==> config.mk <==
export PLATFORM = sky130hd
export DESIGN_NAME = phase_cordic
export DESIGN_NICKNAME = d
export VERILOG_FILES = /design/src/rtl/hilbert_pkg.sv /design/src/rtl/cordic_stage.sv /design/src/rtl/phase_cordic.sv
export SDC_FILE = /design/constraint.sdc
export NUM_CORES = 1
export LEC_CHECK = 0
export ABC_AREA = 0
export CAP_MARGIN = 20
export CORE_MARGIN = 5
export CORE_UTILIZATION = 45
export CTS_BUF_LIST = sky130_fd_sc_hd__clkbuf_4
export CTS_CLUSTER_DIAMETER = 150
export DETAILED_ROUTE_END_ITERATION = 12
export SYNTH_ARGS = -nofsm -noshare
export SYNTH_HDL_FRONTEND = slang
export SYNTH_SLANG_ARGS = --single-unit
==> constraint.sdc <==
create_clock -name clock -period 7.14 [get_ports clock]
set_clock_uncertainty 0.2 [all_clocks]
set_input_delay 0.714 -clock clock [delete_from_list [all_inputs] [get_ports clock]]
set_output_delay 0.714 -clock clock [all_outputs]
set_load 0.02 [all_outputs]
==> src/rtl/hilbert_pkg.sv <==
// Shared types and constants for the HilbertFilter chain (phase format, CORDIC tables, FSM states).
// Phase values are signed Q8.10 radians, PHASE_W bits wide.
package hilbert_pkg;

  localparam int PHASE_W    = 19;
  localparam int PHASE_FRAC = 10;
  localparam int PI_Q16     = 205887;
  localparam int PI_Q10     = 3217;

  typedef enum logic [1:0] {IDLE, PRE, ROT, OUT} state_t;

  // atan(2^-i) in Q.16 radians
  function automatic int atan_q16(input logic [3:0] i);
    int a;
    a = 0;
    case (i)
      4'd0:  a = 51472;
      4'd1:  a = 30386;
      4'd2:  a = 16055;
      4'd3:  a = 8150;
      4'd4:  a = 4091;
      4'd5:  a = 2047;
      4'd6:  a = 1024;
      4'd7:  a = 512;
      4'd8:  a = 256;
      4'd9:  a = 128;
      4'd10: a = 64;
      4'd11: a = 32;
      4'd12: a = 16;
      4'd13: a = 8;
      4'd14: a = 4;
      4'd15: a = 2;
      default: a = 0;
    endcase
    return a;
  endfunction

endpackage

==> src/rtl/cordic_stage.sv <==
// One combinational vectoring-mode CORDIC micro-rotation, driving y toward zero.
// Shifts are arithmetic; all three outputs are computed from the old x/y/z.
module cordic_stage
  import hilbert_pkg::*;
#(
  parameter int XW    = 20,
  parameter int ZW    = 20,
  parameter int ZFRAC = 16
) (
  input  logic signed [XW-1:0] x,
  input  logic signed [XW-1:0] y,
  input  logic signed [ZW-1:0] z,
  input  logic        [3:0]    i,
  output logic signed [XW-1:0] x_nxt,
  output logic signed [XW-1:0] y_nxt,
  output logic signed [ZW-1:0] z_nxt
);

  logic signed [XW-1:0] xs;
  logic signed [XW-1:0] ys;
  logic signed [ZW-1:0] a;

  always_comb begin
    xs = x >>> i;
    ys = y >>> i;
    a  = ZW'(atan_q16(i) >>> (16 - ZFRAC));
    if (!y[XW-1]) begin
      x_nxt = x + ys;
      y_nxt = y - xs;
      z_nxt = z + a;
    end else begin
      x_nxt = x - ys;
      y_nxt = y + xs;
      z_nxt = z - a;
    end
  end

endmodule

==> src/rtl/phase_cordic.sv <==
// Iterative vectoring CORDIC: phase = atan2(yin, xin), Q8.10 radians, done ITER+2 cycles after sample.
// PHASE_CORDIC_MAG_EN adds the gain-uncorrected magnitude output mag; samples arriving while busy are dropped.
module phase_cordic
  import hilbert_pkg::*;
#(
  parameter int ITER  = 14,
  parameter int IN_W  = 18,
  parameter int ZFRAC = 16
) (
  input  logic                      clock,
  input  logic                      reset,
  input  logic                      sample,
  input  logic signed [IN_W-1:0]    xin,
  input  logic signed [IN_W-1:0]    yin,
  output logic                      busy,
  output logic                      done,
  output logic signed [PHASE_W-1:0] phase
`ifdef PHASE_CORDIC_MAG_EN
  ,
  output logic        [IN_W:0]      mag
`endif
);

  localparam int XW = IN_W + 2;
  localparam int ZW = ZFRAC + 4;
  localparam logic signed [ZW-1:0] PI_Z = ZW'(PI_Q16 >>> (16 - ZFRAC));
  localparam logic signed [ZW-1:0] RND  = ZW'(1 << (ZFRAC - 11));
  localparam logic signed [ZW-1:0] PMAX = ZW'(PI_Q10);

  state_t state, state_nxt;
  logic [3:0]           cnt;
  logic signed [XW-1:0] x, y, x_rot, y_rot;
  logic signed [ZW-1:0] z, z_rot, z_rnd;
  logic signed [PHASE_W-1:0] phase_sat;
  logic                 zero_in;

  cordic_stage #(.XW(XW), .ZW(ZW), .ZFRAC(ZFRAC)) u_stage (
    .x     (x),
    .y     (y),
    .z     (z),
    .i     (cnt),
    .x_nxt (x_rot),
    .y_nxt (y_rot),
    .z_nxt (z_rot)
  );

  always_ff @(posedge clock or negedge reset) begin
    if (!reset) state <= IDLE;
    else        state <= state_nxt;
  end

  always_comb begin
    state_nxt = state;
    case (state)
      IDLE:    if (sample) state_nxt = PRE;
      PRE:     state_nxt = ROT;
      ROT:     if (cnt == 4'(ITER - 1)) state_nxt = OUT;
      OUT:     state_nxt = IDLE;
      default: state_nxt = IDLE;
    endcase
  end

  always_comb begin
    z_rnd = (z + RND) >>> (ZFRAC - 10);
    if (z_rnd > PMAX)       phase_sat = PHASE_W'(PI_Q10);
    else if (z_rnd < -PMAX) phase_sat = -PHASE_W'(PI_Q10);
    else                    phase_sat = z_rnd[PHASE_W-1:0];
  end

  always_ff @(posedge clock or negedge reset) begin
    if (!reset) begin
      cnt     <= '0;
      x       <= '0;
      y       <= '0;
      z       <= '0;
      zero_in <= 1'b0;
      busy    <= 1'b0;
      done    <= 1'b0;
      phase   <= '0;
`ifdef PHASE_CORDIC_MAG_EN
      mag     <= '0;
`endif
    end else begin
      done <= 1'b0;
      case (state)
        IDLE: if (sample) begin
          x       <= {{2{xin[IN_W-1]}}, xin};
          y       <= {{2{yin[IN_W-1]}}, yin};
          z       <= '0;
          cnt     <= '0;
          busy    <= 1'b1;
          // a zero vector has no angle; the rotations alone would drift to ~1.74 rad
          zero_in <= (xin == '0) && (yin == '0);
        end
        PRE: begin
          cnt <= '0;
          if (x[XW-1]) begin
            x <= -x;
            y <= -y;
            z <= y[XW-1] ? -PI_Z : PI_Z;
          end else begin
            z <= '0;
          end
        end
        ROT: begin
          x   <= x_rot;
          y   <= y_rot;
          z   <= z_rot;
          cnt <= cnt + 4'd1;
        end
        OUT: begin
          phase <= zero_in ? '0 : phase_sat;
          done  <= 1'b1;
          busy  <= 1'b0;
`ifdef PHASE_CORDIC_MAG_EN
          mag   <= x[IN_W:0];
`endif
        end
        default: ;
      endcase
    end
  end

endmodule

# Word level (Yosys, flattened, before mapping)
# Memories as Yosys holds them, arrays and structs flattened.
# Cells that the tools add are included.
dict set report word_totals {
  inputBits 39
  reg_bits 88
  n_memories 1
  mem_bits_ro 256
  out_inout_bits 21
}
dict set report classes {
  n_eq_ne 7
  muxes 24
  reduce_logical 11
  shifts 2
  n_addsub 10
  n_lt_le_gt_ge 2
}
# name depth width read_ports rd_ports_with_merged_regs wr line_no
set mem_list {}
lappend mem_list {{(name not given)} 16 16 1 0 0 hilbert_pkg.sv:16} ;# case (i)
# op n
set ops {}
lappend ops {{$mux W20} 10}
lappend ops {{$pmux W20 S3} 3}
lappend ops {{$add A20 B20 Y20} 3}
lappend ops {{$sub A20 B20 Y20} 3}
lappend ops {{$mux W19} 3}
lappend ops {{$neg A20 Y20} 2}
lappend ops {{$sshr A20 B4 Y20} 2}
lappend ops {{$logic_not A18 Y1} 2}
lappend ops {{$add A20 B7 Y20 const B} 1}
lappend ops {{$gt A14 B13 Y1 const B} 1}
lappend ops {{$lt A14 B13 Y1 const B} 1}
lappend ops {{$pmux W4 S3} 1}
lappend ops {{$pmux W2 S4} 1}
lappend ops {{$reduce_and A2 Y1} 4}
lappend ops {{$ne A2 B2 Y1 const B} 3}
lappend ops {{$add A4 B1 Y4 const B} 1}
lappend ops {{$eq A2 B2 Y1 const B} 2}
lappend ops {{$eq A4 B4 Y1 const B} 1}
lappend ops {{$mux W2} 2}
lappend ops {{$mux W4} 1}
lappend ops {{$reduce_and A3 Y1} 1}
lappend ops {{$reduce_bool A3 Y1} 1}
lappend ops {{$eq A2 B1 Y1 const B} 1}
lappend ops {{$logic_not A2 Y1} 1}
lappend ops {{4 further kinds} 5}

# Longest topological paths before layout
# Gate-level depths: netlist of the first run.
dict set report depth {
  ltp_word 5
  mapped_depth 24
  ltp_nobuf 20
}

# Hierarchy
# Synthesis of the first run repeated with hierarchy kept, for this count alone.
dict set report unflattened {
  cells_unflattened 1471
  area_unflattened_um2 11760.0
}
# mod cells_each seq_area_each_um2 n_inst area_each_um2
set by_module_without_submodules {}
lappend by_module_without_submodules {cordic_stage 811 0.0 1 6266.0}
lappend by_module_without_submodules {phase_cordic 660 2077.0 1 5494.0}

# Least setup slack after synthesis of the first run
# No wires, ideal clock.
dict set report synth_path {
  path_kind {register -> register}
  startpoint {reg cnt[0]}
  endpoint {reg z[16]}
  t_arrival_ns 4.833
  slack_ns 2.024
  t_required_ns 6.857
  setup_ns 0.083
  n_path_buf 3
  stages_incl_launch_ff 20
  cell_sequence {dfrtp_1 buf_2 buf_2 inv_2 buf_1 ha_1 mux2_2 a22oi_1 and4b_1 and3b_1 nor2_1 xor2_1 ha_1 a2111oi_0 nand2_1 a221o_1 a221oi_1 o21ai_0 or2_2 o21ai_0}
}
dict set report synth_via {
  elab_chain_cells 4
}
# element line_no
set synth_lines {}
lappend synth_lines {{start: declaration} phase_cordic.sv:31} ;# logic [3:0] cnt;
lappend synth_lines {{start signal: assignment} phase_cordic.sv:109} ;# cnt <= cnt + 4'd1;
lappend synth_lines {{$mem_v2 Z16 W16 *} --}
lappend synth_lines {{$add A20 B20 Y20 or $sub A20 B20 Y20 (tied branches)} {cordic_stage.sv:30, cordic_stage.sv:34}}
lappend synth_lines {{$mux W20 *} cordic_stage.sv:27} ;# if (!y[XW-1]) begin
lappend synth_lines {{$pmux W20 S3 *} phase_cordic.sv:85} ;# case (state)
lappend synth_lines {{end signal: assignment} phase_cordic.sv:100} ;# z <= y[XW-1] ? -PI_Z : PI_Z;
lappend synth_lines {{end signal: assignment} phase_cordic.sv:108} ;# z <= z_rot;
lappend synth_lines {{end: declaration} phase_cordic.sv:33} ;# logic signed [ZW-1:0] z, z_rot, z_rnd;
# Every way passes the cells marked *; elsewhere a longest branch is shown, timed or not.
# A chain may end at the register's enable or synchronous reset.

# Final worst setup path of the first run
dict set report layout_path {
  startpoint {reg cnt[0]}
  endpoint {reg x[19]}
}
dict set report layout_via {
  elab_chain_cells 4
}
# element line_no
set layout_lines {}
lappend layout_lines {{$sshr A20 B4 Y20 *} cordic_stage.sv:25} ;# ys = y >>> i;
lappend layout_lines {{$add A20 B20 Y20 or $sub A20 B20 Y20 (tied branches)} {cordic_stage.sv:28, cordic_stage.sv:32}}
lappend layout_lines {{$mux W20 *} cordic_stage.sv:27}
lappend layout_lines {{$pmux W20 S3 *} phase_cordic.sv:85}
lappend layout_lines {{end signal: assignment} phase_cordic.sv:87} ;# x <= {{2{xin[IN_W-1]}}, xin};
lappend layout_lines {{end signal: assignment} phase_cordic.sv:98} ;# x <= -x;
lappend layout_lines {{end signal: assignment} phase_cordic.sv:106} ;# x <= x_rot;
lappend layout_lines {{end: declaration} phase_cordic.sv:32} ;# logic signed [XW-1:0] x, y, x_rot, y_rot;
# Marks and branches as above.

==> metrics.md, run 1 <==
| Metric | Value |
|---|---|
| Status | finished, final reports clean |
| Worst-path fanout max | 39 |
| Die Ht | about 170 um |
| Area grow syn2layout | 6.83% |
| Post-synth top area cell | dfrtp_1 |
| Max Buffers Root-to-Sink | 2 |
| Crit path launch | cnt[0]$_DFFE_PN0P_ |
| R2R Setup Slk | about 1200 ps |
| Distinct cells, synth | 77 |
| Routed WL per cell | ~21 um |
| Worst Path Required | roughly 7300 ps |
| Final WL | between 30 and 40 mm |
| DRC viols | 0 |
| Fraction of layout cells with a size suffix above 1 | about 8.9% |
| Primary FF master, synth | dfrtp_1 |
| First-pass GRT wire length | around 61 mm |
| Largest net degree at the start of global routing | roughly 60 |
| H-tree depth | 3 |
| GPL Wtd Cong | around 0.95 |
| Asr flop ratio synth | 100% |
| DIE AREA | slightly below 30000 um^2 |
| YS warnings | 0 |
| Avg Cell Area, Syn | around 7.7 um^2 |
| Mapped cell area | ~12000 um^2 |
| Most instantiated cells after synthesis | nand2_1, nor2_1, o21ai_0, a21oi_1, dfrtp_1 |
| Max Cap Viol | 0 |
| Clock Tree Root | clkbuf_4 |
| First-pass DRT Iterations | 5 |
| Core ar. | between 20000 and 30000 um^2 |
| Max-slew violation count | 0 |
| Nets | around 1.6k |
| Top-area cell type share of the netlist area | 17.9% |
| Chip width | between 150 and 200 um |
| Hold WS | between 300 and 400 ps |
| TritonCTS clock tree | yes |
| CP endpoint | x[19]$_DFFE_PN0P_ |
| Post-cts sizing count | 0 |
| GRT Total Usage | 26.0% |
| Post-route ant nets | 0 |
| Cells after Synth | between 1.5k and 2k |
| # setup viols final | 0 |
| Post-synth EDFFs | 0 |
| Setup bufs post-CTS | 0 |
| RSZ-0062 raised after global routing | no |
| IO Pins | 60 |
| Max_slew headroom | 31.7% |
| Initial antenna violation count | 1 |
| Worst-Margin Slew | roughly 1000 ps |
| Worst Hold Class | reg2reg |
| Via count | around 11k |
| Fmax | about 0.17 GHz |
| Seq/Total Area, Yosys | 17.9% |
| Via density | ~6.3 |
| Hold Fails Final Rpt | 0 |
| Critical path startpoint category | flop |
| Final setup TNS | 0 ps |
| Clk slew on worst S/H paths | 170 ps |
| Crit share post-route | between 80% and 90% |
| Crit Path Class | reg2reg |
| Vias in the first global route | 10.9k |
| Most numerous cell in the Yosys netlist | nand2_1 |
| FF-to-FF Start | cnt[0]$_DFFE_PN0P_ |
| Syn Nets | about 1.6k |
| Site Rows | 58 |
| R2R cell count | 16 |
| Latest clock arrival within the worst-skew pair | 490 ps |
| Num CTS Buffers | 9 |
| Initial Utilization | a little under half |
| Remaining Overflow, GRT | 0 |
| FF-to-FF End | x[19]$_DFFE_PN0P_ |
| Number of port buffers | around 60 |
| Minimum clock period | roughly 6000 ps |
| #FFs+latches synth | 83 |
| Critical path data arrival time | 6130 ps |
| Drt initial violations | around 1.1k |
| Clock sinks | 83 |
| Dpl hpwl | approximately 28 mm |
| CP endpoint kind | flop |
| Top cells by area, synth | dfrtp_1, ha_1, mux4_2 |
-- placed cells by master (no fill, tap or decap), types with 6 or more instances in the layout --
cell type and instances:
ha_1 76, o32ai_1 13, mux4_2 33, a31oi_1 17
a21o_1 25, buf_4 19, and3_1 17, nor2b_1 24
nor4_1 21, nor2_1 129, a22oi_1 13, xnor2_1 80
nor3_1 47, clkdlybuf4s50_1 58, nor3b_1 6, a211oi_1 11
o21ai_0 117, and2_1 6, dfrtp_1 78, inv_1 52
o31ai_1 21, nand3_1 32, or3_1 13, nand2_1 142
o211ai_1 18, a21oi_1 106, clkbuf_4 9, mux2i_1 31
nand2b_1 25, or2_2 12, o21a_1 12, mux2_2 25
o22ai_1 15, a221oi_1 21, xor2_1 44
-- cells by family after synthesis --
| logic type | Yosys count | share of synthesized area (%) |
|---|---|---|
| compound gates | 448 | 24.8 |
| xor+xnor | 124 | 9.34 |
| fa+ha+maj | 81 | 8.91 |
| buf+inv | 172 | 6.03 |
| flops | 83 | 17.9 |
| mux | 92 | 12.2 |
| simple gates | 501 | 20.9 |
-- worst min path at each step --
stage,from,endpoint,cells after the start
after floorplan,reset,busy$_DFFE_PN0P_,0
after global placement,z[4]$_DFFE_PN0P_,z[4]$_DFFE_PN0P_,2
after detailed placement,z[4]$_DFFE_PN0P_,z[4]$_DFFE_PN0P_,2
after CTS,z[4]$_DFFE_PN0P_,z[4]$_DFFE_PN0P_,2
after global routing,z[4]$_DFFE_PN0P_,z[4]$_DFFE_PN0P_,2
final,z[4]$_DFFE_PN0P_,z[4]$_DFFE_PN0P_,2
-- worst max-delay path: stages (launching register included) --
cell	delay, ps
dfrtp_2	1010
inv_2	460
mux2i_1	460
a22oi_1	230
o32ai_1	580
nand4_1	360
or2_2	400
o32ai_1	370
ha_1	360
a21o_1	200
a21oi_1	150
o21ai_0	100
a21oi_1	230
o21ai_0	170
xor2_1	230
mux2i_1	220
o211ai_1	110
-- state kept, by name, indices dropped and copies added (netlist names) --
| name | flops |
|---|---|
| z | 20 |
| x | 20 |
| done | 1 |
| busy | 1 |
| y | 20 |
| phase | 14 |
| zero_in | 1 |
| state | 2 |
| cnt | 4 |
-- through the flow --
step / setup slack [ps] / std cells / area (um^2) / util [%]
after CTS: 1200 / 1806 / 12400 / 49.0
after detailed placement: 1230 / 1789 / 12300 / 48.5
after global routing: 690 / 1807 / 12400 / 49.1
after floorplan: 2020 / 1501 / 11600 / -
final: 1170 / 1807 / 12400 / 49.1
after global placement: 1420 / 1789 / 12300 / 48.5
-- layer usage --
| metal | GRT usage (%) | wire [um] |
|---|---|---|
| met5 | 0 | 0 |
| met1 | 35.5 | 16800 |
| met3 | 4.00 | 2450 |
| met4 | 10.7 | 1670 |
| met2 | 41.2 | 17200 |
-- repair_timing --
| item | in CTS | in global routing |
|---|---|---|
| endpoints found under the hold margin | 31 | 0 |
| hold buffers | 1 | 0 |
| setup endpoints to repair | 0 | 0 |
-- area by class of cell --
| type | count | area, um^2 |
|---|---|---|
| multi-input combinational | 1246 | 8870 |
| clock buffer | 9 | 67.6 |
| fill | 2475 | 12900 |
| inverter | 53 | 199 |
| tap | 330 | 413 |
| sequential | 83 | 2080 |
| clock inverter | 7 | 57.6 |
| antenna | 1 | 2.50 |
| timing repair buffer | 78 | 733 |
Power of run 1 is not shown: default switching activity piles up to over one toggle a cycle in this logic, so the estimate is an artifact.
==> run 2, diff against run 1 <==
PLACE_DENSITY = 0.65   (was unset)
clock period = 5.03 ns   (was 7.14 ns; I/O delays follow)
==> run 2 against run 1 <==
Net effect:
- first-iteration DRC count rose by 14%
- cell count rose by 4.9%
- largest cell class unchanged
- utilization rose by 4.2 points
- critical path depth rose by 4
- global-route usage rose by 0.85 points
==> metrics.md, run 2 (same netlist as run 1, synthesis figures left out) <==
| Metric | Value |
|---|---|
| Minimum clock period | 4900 ps |
| Largest net degree at the start of global routing | 58 |
| Number of port buffers | ~60 |
| Via count | around 12k |
| DIE AREA | approximately 29000 um^2 |
| Status | finished, final reports clean |
| DRC viols | 0 |
| Worst Hold Class | reg2reg |
| Hold WS | 326 ps |
| Multi-input logic area | roughly 9100 um^2 |
| Fraction of layout cells with a size suffix above 1 | approximately 16% |
| Routed WL per cell | between 20 and 25 um |
| Worst Path Required | ~5200 ps |
| CP endpoint kind | flop |
| Fin util | between 50% and 60% |
| Critical path data arrival time | between 5000 and 6000 ps |
| GPL Wtd Cong | around 1.0 |
| Drt initial violations | 1291 |
| Worst-path fanout max | 10 |
| Post-route ant nets | 0 |
| Hold Fails Final Rpt | 0 |
| Crit path launch | cnt[0]$_DFFE_PN0P_ |
| Die Ht | approximately 170 um |
| Area grow syn2layout | 16.0% |
| Via density | approximately 6.4 |
| Max_slew headroom | between 40% and 50% |
| # setup viols final | 0 |
| Clock sinks | between 80 and 90 |
| Dpl hpwl | between 30 and 40 mm |
| IO Pins | 60 |
| Initial antenna violation count | 1 |
| Nets | roughly 1.7k |
| TritonCTS clock tree | yes |
| Site Rows | 58 |
| Filler cells | 2432 |
| Initial Utilization | between 40% and 50% |
| Final WL | 40.7 mm |
| Vias in the first global route | between 10k and 15k |
| Max Buffers Root-to-Sink | 2 |
| GRT Total Usage | between 20% and 30% |
| Clock Tree Root | clkbuf_4 |
| HP Start | z[4]$_DFFE_PN0P_ |
| Remaining Overflow, GRT | 0 |
| H-tree depth | 3 |
| Crit Path Class | reg2reg |
| Fmax | approximately 0.2 GHz |
| FF-to-FF Start | cnt[0]$_DFFE_PN0P_ |
| Storage cell area | ~2100 um^2 |
| Max-slew violation count | 0 |
| First-pass DRT Iterations | 6 |
| Critical path startpoint category | flop |
| RSZ-0062 raised after global routing | yes |
| Crit share post-route | between 90% and 100% |
| Commonest non-fill, non-tap cells in the layout | nand2_1, nor2_1, o21ai_0, a21oi_1, buf_4 |
| Latest clock arrival within the worst-skew pair | between 500 and 600 ps |
| First-pass GRT wire length | between 60 and 70 mm |
| Biggest regs | x x20, y x20, z x20 |
| Core ar. | 25300 um^2 |
| Clk slew on worst S/H paths | about 200 ps |
| Max Cap Viol | 0 |
| Chip width | 171 um |
| Num CTS Buffers | 9 |
| Worst-Margin Slew | 887 ps |
| Most common cell after layout, fill and taps aside | nand2_1 |
[run 2: changes by cell type in the layout (fill, tap and decap cells not counted), moves of 4 or more]
cell	delta
o32ai_1	-4
buf_12	+8
a21oi_2	+6
buf_4	+77
o21ai_0	-6
a21oi_1	-6
o21ai_1	+5
[run 2: area by class of cell]
class | count | share of cell area (%)
multi-input combinational | 1246 | 67.3
sequential | 83 | 15.5
timing repair buffer | 167 | 11.4
tap | 330 | 3.06
inverter | 53 | 1.49
clock inverter | 7 | 0.760
clock buffer | 9 | 0.501
antenna | 1 | 0.0185
[run 2: path summary, 6_finish.rpt]
kind                                         to  slack (ps)  depth (start not counted)
max                           x[18]$_DFFE_PN0P_         130                         20
min                            z[4]$_DFFE_PN0P_         330                          2
max reg2reg                   x[18]$_DFFE_PN0P_         130                         20
min reg2reg                    z[4]$_DFFE_PN0P_         330                          2
max in group asynchronous     x[18]$_DFFE_PN0P_        3250                          3
min in group asynchronous  phase[2]$_DFFE_PN0P_         380                          2
[run 2: repair_timing]
action	4_1_cts	5_1_grt
setup endpoints to repair	3	23
pin swaps	0	13
resized for setup	2	50
gates cloned	0	2
endpoints found under the hold margin	56	0
buffers inserted	0	11
hold buffers	1	0
[run 2: per-stage QoR]
step	area, um^2	setup slack, ps	std cells	TNS, ps
floorplan	11600	21.5	1501	0
global placement	12900	39.4	1865	0
detailed placement	12900	-88.4	1865	-88.4
CTS	13100	25.4	1882	0
global route	13500	-30.5	1896	-53.4
finish	13500	131	1896	0
[run 2: worst max-delay path, stage by stage, from the launching register on]
cell,delay (ps)
dfrtp_2,510
buf_12,180
mux2_2,380
o311ai_0,470
o211ai_1,300
nor3_2,170
nand4_1,160
buf_4,180
nor2_1,100
mux2i_1,230
o22ai_2,110
ha_1,300
and3_1,200
nand3_1,100
a211oi_2,300
nor2_1,100
a21oi_2,170
a31oi_1,120
xnor2_1,210
a21oi_1,90
nor3_1,180
[run 2: layer usage]
| metal | track usage, % | share of wire (%) | up-vias |
|---|---|---|---|
| met3 | 4.81 | 7.7 | 96 |
| met2 | 44.1 | 47 | 514 |
| met5 | 0 | 0 | - |
| li1 | - | - | 5645 |
| met4 | 9.51 | 3.6 | 0 |
| met1 | 35.7 | 42 | 5860 |
Power of run 2 is left out for the same reason.
